==> src/rtl/alu_uart_if.sv <==
// UART-to-ALU sequencer: collects A, B and op-code bytes, runs the ALU, and transmits the result.
// Define ALU_UART_IF_OVF_EN to also transmit the overflow flag as a second byte.
module alu_uart_if #(
    parameter int N    = 8,
    parameter int NSel = 6
) (
    input  logic            i_clock,
    input  logic            i_reset,
    input  logic [7:0]      i_rx_data,
    input  logic            i_rx_done,
    input  logic            i_tx_done,
    input  logic [N-1:0]    i_alu_result,
    input  logic            i_alu_ovf,
    output logic [N-1:0]    o_alu_A,
    output logic [N-1:0]    o_alu_B,
    output logic [NSel-1:0] o_alu_Op,
    output logic            o_tx_start,
    output logic [7:0]      o_tx_data,
    output logic            o_busy
);

`ifdef ALU_UART_IF_OVF_EN
    typedef enum logic [3:0] {
        ST_A, ST_B, ST_OP, ST_EXEC, ST_CAPT, ST_SEND, ST_WTX, ST_SEND2, ST_WTX2
    } state_t;
`else
    typedef enum logic [2:0] {
        ST_A, ST_B, ST_OP, ST_EXEC, ST_CAPT, ST_SEND, ST_WTX
    } state_t;
`endif

    state_t          state_q, state_d;
    logic [N-1:0]    a_q, a_d;
    logic [N-1:0]    b_q, b_d;
    logic [NSel-1:0] op_q, op_d;
    logic [7:0]      tx_data_q, tx_data_d;
    logic [7:0]      result_ext;

`ifdef ALU_UART_IF_OVF_EN
    logic            ovf_q, ovf_d;
`else
    logic            unused_ovf;
    assign unused_ovf = i_alu_ovf;
`endif

    always_comb begin
        result_ext         = '0;
        result_ext[N-1:0]  = i_alu_result;
    end

    always_comb begin
        state_d   = state_q;
        a_d       = a_q;
        b_d       = b_q;
        op_d      = op_q;
        tx_data_d = tx_data_q;
`ifdef ALU_UART_IF_OVF_EN
        ovf_d     = ovf_q;
`endif
        case (state_q)
            ST_A: if (i_rx_done) begin
                a_d     = i_rx_data[N-1:0];
                state_d = ST_B;
            end
            ST_B: if (i_rx_done) begin
                b_d     = i_rx_data[N-1:0];
                state_d = ST_OP;
            end
            ST_OP: if (i_rx_done) begin
                op_d    = i_rx_data[NSel-1:0];
                state_d = ST_EXEC;
            end
            // ALU registers its result on this edge from the now-stable operands
            ST_EXEC: state_d = ST_CAPT;
            ST_CAPT: begin
                tx_data_d = result_ext;
`ifdef ALU_UART_IF_OVF_EN
                ovf_d     = i_alu_ovf;
`endif
                state_d   = ST_SEND;
            end
            ST_SEND: state_d = ST_WTX;
            ST_WTX: if (i_tx_done) begin
`ifdef ALU_UART_IF_OVF_EN
                tx_data_d = {7'b0, ovf_q};
                state_d   = ST_SEND2;
`else
                state_d   = ST_A;
`endif
            end
`ifdef ALU_UART_IF_OVF_EN
            ST_SEND2: state_d = ST_WTX2;
            ST_WTX2: if (i_tx_done) state_d = ST_A;
`endif
            default: state_d = ST_A;
        endcase
    end

    always_ff @(posedge i_clock or posedge i_reset) begin
        if (i_reset) begin
            state_q   <= ST_A;
            a_q       <= '0;
            b_q       <= '0;
            op_q      <= '0;
            tx_data_q <= '0;
`ifdef ALU_UART_IF_OVF_EN
            ovf_q     <= 1'b0;
`endif
        end else begin
            state_q   <= state_d;
            a_q       <= a_d;
            b_q       <= b_d;
            op_q      <= op_d;
            tx_data_q <= tx_data_d;
`ifdef ALU_UART_IF_OVF_EN
            ovf_q     <= ovf_d;
`endif
        end
    end

    assign o_alu_A   = a_q;
    assign o_alu_B   = b_q;
    assign o_alu_Op  = op_q;
    assign o_tx_data = tx_data_q;
    assign o_busy    = !((state_q == ST_A) || (state_q == ST_B) || (state_q == ST_OP));
`ifdef ALU_UART_IF_OVF_EN
    assign o_tx_start = (state_q == ST_SEND) || (state_q == ST_SEND2);
`else
    assign o_tx_start = (state_q == ST_SEND);
`endif

endmodule

==> config.mk <==
export PLATFORM = sky130hd
export DESIGN_NAME = alu_uart_if
export DESIGN_NICKNAME = d
export VERILOG_FILES = /design/src/rtl/alu_uart_if.sv
export SDC_FILE = /design/constraint.sdc
export NUM_CORES = 1
export LEC_CHECK = 0
export CORE_MARGIN = 2
export CORE_UTILIZATION = 40
export DETAILED_ROUTE_END_ITERATION = 12
export PLACE_DENSITY = 0.74
export SKIP_CTS_REPAIR_TIMING = 1
export SLEW_MARGIN = 30
export SYNTH_ARGS = -nofsm -noshare
export SYNTH_HDL_FRONTEND = slang
export SYNTH_SLANG_ARGS = --single-unit
==> constraint.sdc <==
create_clock -name i_clock -period 2.2 [get_ports i_clock]
set_input_delay 0.33 -clock i_clock [delete_from_list [all_inputs] [get_ports i_clock]]
set_output_delay 0.33 -clock i_clock [all_outputs]
set_load 0.02 [all_outputs]
==> flow_metrics.tcl <==
set metrics [dict create \
    switching_share_pct 36.80 \
    status "finished, final reports clean" \
    timing.final.crit_period_ns 2.078 \
    stdcell_count 189 \
    final_antenna_net_count 0 \
    start_util_pct 40.76 \
    placed_area_mm2 0.001893 \
    n_antenna_cell 0 \
    areaGrowthSynthToFinish_pct 45.23 \
    tightest_slew_ns 0.4674 \
    slew_headroom_pct 68.74 \
    synthMuxAreaShare_pct 25.23 \
    cts_num_sinks 33 \
    power_w 0.003019 \
    syn-num-nets 107 \
    drive_gt1_share_pct 30.07 \
    setup_tns_ns 0 \
    die_w_um 61.85 \
    p_int_w 0.001908 \
    p_sw_w 0.001111 \
    syn_area_mm2 0.001339 \
    synth_compound_area_share_pct 2.430 \
    holdCritPathClass "in2async" \
    row_count 21 \
    layout_common_cells "clkdlybuf4s50_1 (51), dfrtp_1 (33), mux2_2 (30)" \
    synth_area_per_cell_um2 15.57 \
    cts_root_buf "clkbuf_4" \
    synth_top_family_by_area "multiplexers" \
    clkPwrFrac_pct 10.3 \
    dp_hpwl_mm 1.989 \
    power_density_mw_per_mm2 1553 \
    routabilityCongestion 0.6880 \
    fmax_mhz 481.3 \
    skew_ns 0.009806 \
    wire_per_inst_um 13.84 \
    worstPathRequired_ns 1.87 \
    vdd_drop_max_mv 0.6406 \
    gr-total-overflow 0 \
    arrival_ns 1.75 \
    period_share_pct 94.45 \
    crit_path_max_fanout 9 \
    die-area_mm2 0.003825 \
    drt_iter0_markers 41 \
    firstDrtPassIters 4 \
    cts-buffers-inserted 5 \
    p_leak_nw 0.8001 \
    fin_area_mm2 0.001944 \
    route.detailed.drc 0 \
    placed_cells 181 \
    yosys_warnings 0 \
    cts_tree "done" \
    pin_count 53 \
    critPathKind "reg2out" \
    coreArea_mm2 0.003284 \
    grt_max_degree 34 \
    hold_viol 0 \
    port_buffers 51 \
    synthCells 86 \
    multi_input_area_um2 484.2 \
    max-cap-violations 0 \
    viasPerCell 4.593 \
    fin_nets 163 \
    fillerInstances 278 \
    path_clk_slew_ns 0.10 \
    synth_simple_gate_area_share_pct 8.505 \
    grt_first_pass_wirelength_mm 3.939 \
    ctsLongestPathBuffers 2 \
    first_global_vias 891 \
    maxSlewViolCount 0 \
    cts_htree_levels 2 \
    synthAdderAreaFrac_pct 0 \
    hold-worst-slack_ns 0.4056 \
    cp-end-kind "primary output" \
    startpoint_type "flop" \
    antenna_found_initial 0 \
    synthXorXnorAreaFrac_pct 0 \
    final_common_cell "clkdlybuf4s50_1" \
    vias 868 \
    setup_viol 0 \
    ys_types 17 \
    die-height_um 61.85 \
    grt_use_total_pct 14.76 \
    yosysSeqAreaShare_pct 61.68 \
    seq_power_share_pct 37.4 \
    drt-total-wl_mm 2.615 \
    rsz0062_at_grt "no" \
    combPwrFrac_pct 52.4 \
    regArea_um2 825.8 \
    clk_latency_ns 0.32 \
    synth-seq-cells 33 \
]
[stage by stage]
stage,setup slack (ns),utilization [%]
2_1_floorplan,0.7973,-
5_1_grt,0.009156,59.20
3_3_place_gp,0.3121,57.64
4_1_cts,0.1118,59.20
6_report,0.1221,59.20
3_5_place_dp,0.2822,57.64
[kinds of logic (layout without fill, tap and decap cells)]
group,after synthesis,after routing
AOI/OAI and AO/OA,5,5
DFF,33,33
muxes,30,30
and+or+nand+nor,13,13
buffers and inverters,5,62
[cells in the mapped netlist]
master | number | area (µm²)
nor3_4 | 2 | 32.53
nand2b_1 | 2 | 12.51
nand2_1 | 4 | 15.01
buf_6 | 1 | 11.26
nor2_1 | 1 | 3.750
o32ai_1 | 1 | 8.760
o21ai_0 | 2 | 10.01
and3_1 | 1 | 6.260
nor2_4 | 1 | 11.26
nor3b_4 | 1 | 18.77
a21boi_0 | 1 | 7.510
nand2b_4 | 1 | 13.76
inv_1 | 2 | 7.510
o22ai_1 | 1 | 6.260
mux2_2 | 30 | 337.8
dfrtp_1 | 33 | 825.8
buf_2 | 2 | 10.01
[worst paths after layout]
check,end,start,slack (ns),depth (start not counted)
max,o_tx_start,state_q[0],0.12,2
max reg2reg,o_alu_B[5],state_q[0],0.60,3
min reg2reg,o_alu_B[5],o_alu_B[5],0.51,1
min in group i_clock,o_alu_B[5],o_alu_B[5],0.51,1
min,o_alu_A[1],i_reset,0.41,3
max in group asynchronous,o_alu_B[5],i_reset,1.50,3
[area by class of cell]
class | instances | area share [%]
tap | 46 | 2.960
clock inverter | 2 | 0.5148
timing repair buffer | 52 | 26.64
multi-input combinational | 48 | 24.90
sequential | 33 | 42.47
inverter | 2 | 0.3861
clock buffer | 6 | 2.124
[power by group through the flow]
stage          combinational [W]  clock (W)  sequential [W]
2_1_floorplan           0.000605          0         0.00142
3_3_place_gp             0.00157          0         0.00113
3_5_place_dp             0.00160          0         0.00115
4_1_cts                  0.00161   0.000325         0.00113
5_1_grt                  0.00168   0.000351         0.00118
6_report                 0.00158   0.000310         0.00113
[worst max-delay path, cell delays in order (launching register included)]
cell             delay, ns
dfrtp_1               0.62
and3_1                0.22
clkdlybuf4s50_1       0.59
[registers in the layout, indices dropped and copies added (netlist names)]
signal     flops
o_alu_A        8
o_tx_data      8
o_alu_Op       6
o_alu_B        8
state_q        3
[metal layers]
metal  track usage [%]  vias up  wire length (µm)
met1             16.69      433               988
met2             26.02       20              1491
met4             7.295        0                42
met3             3.520        4                94
li1                  -      411                 -
met5                 0        -                 0
No activity file was read; power rests on OpenSTA's default activity.
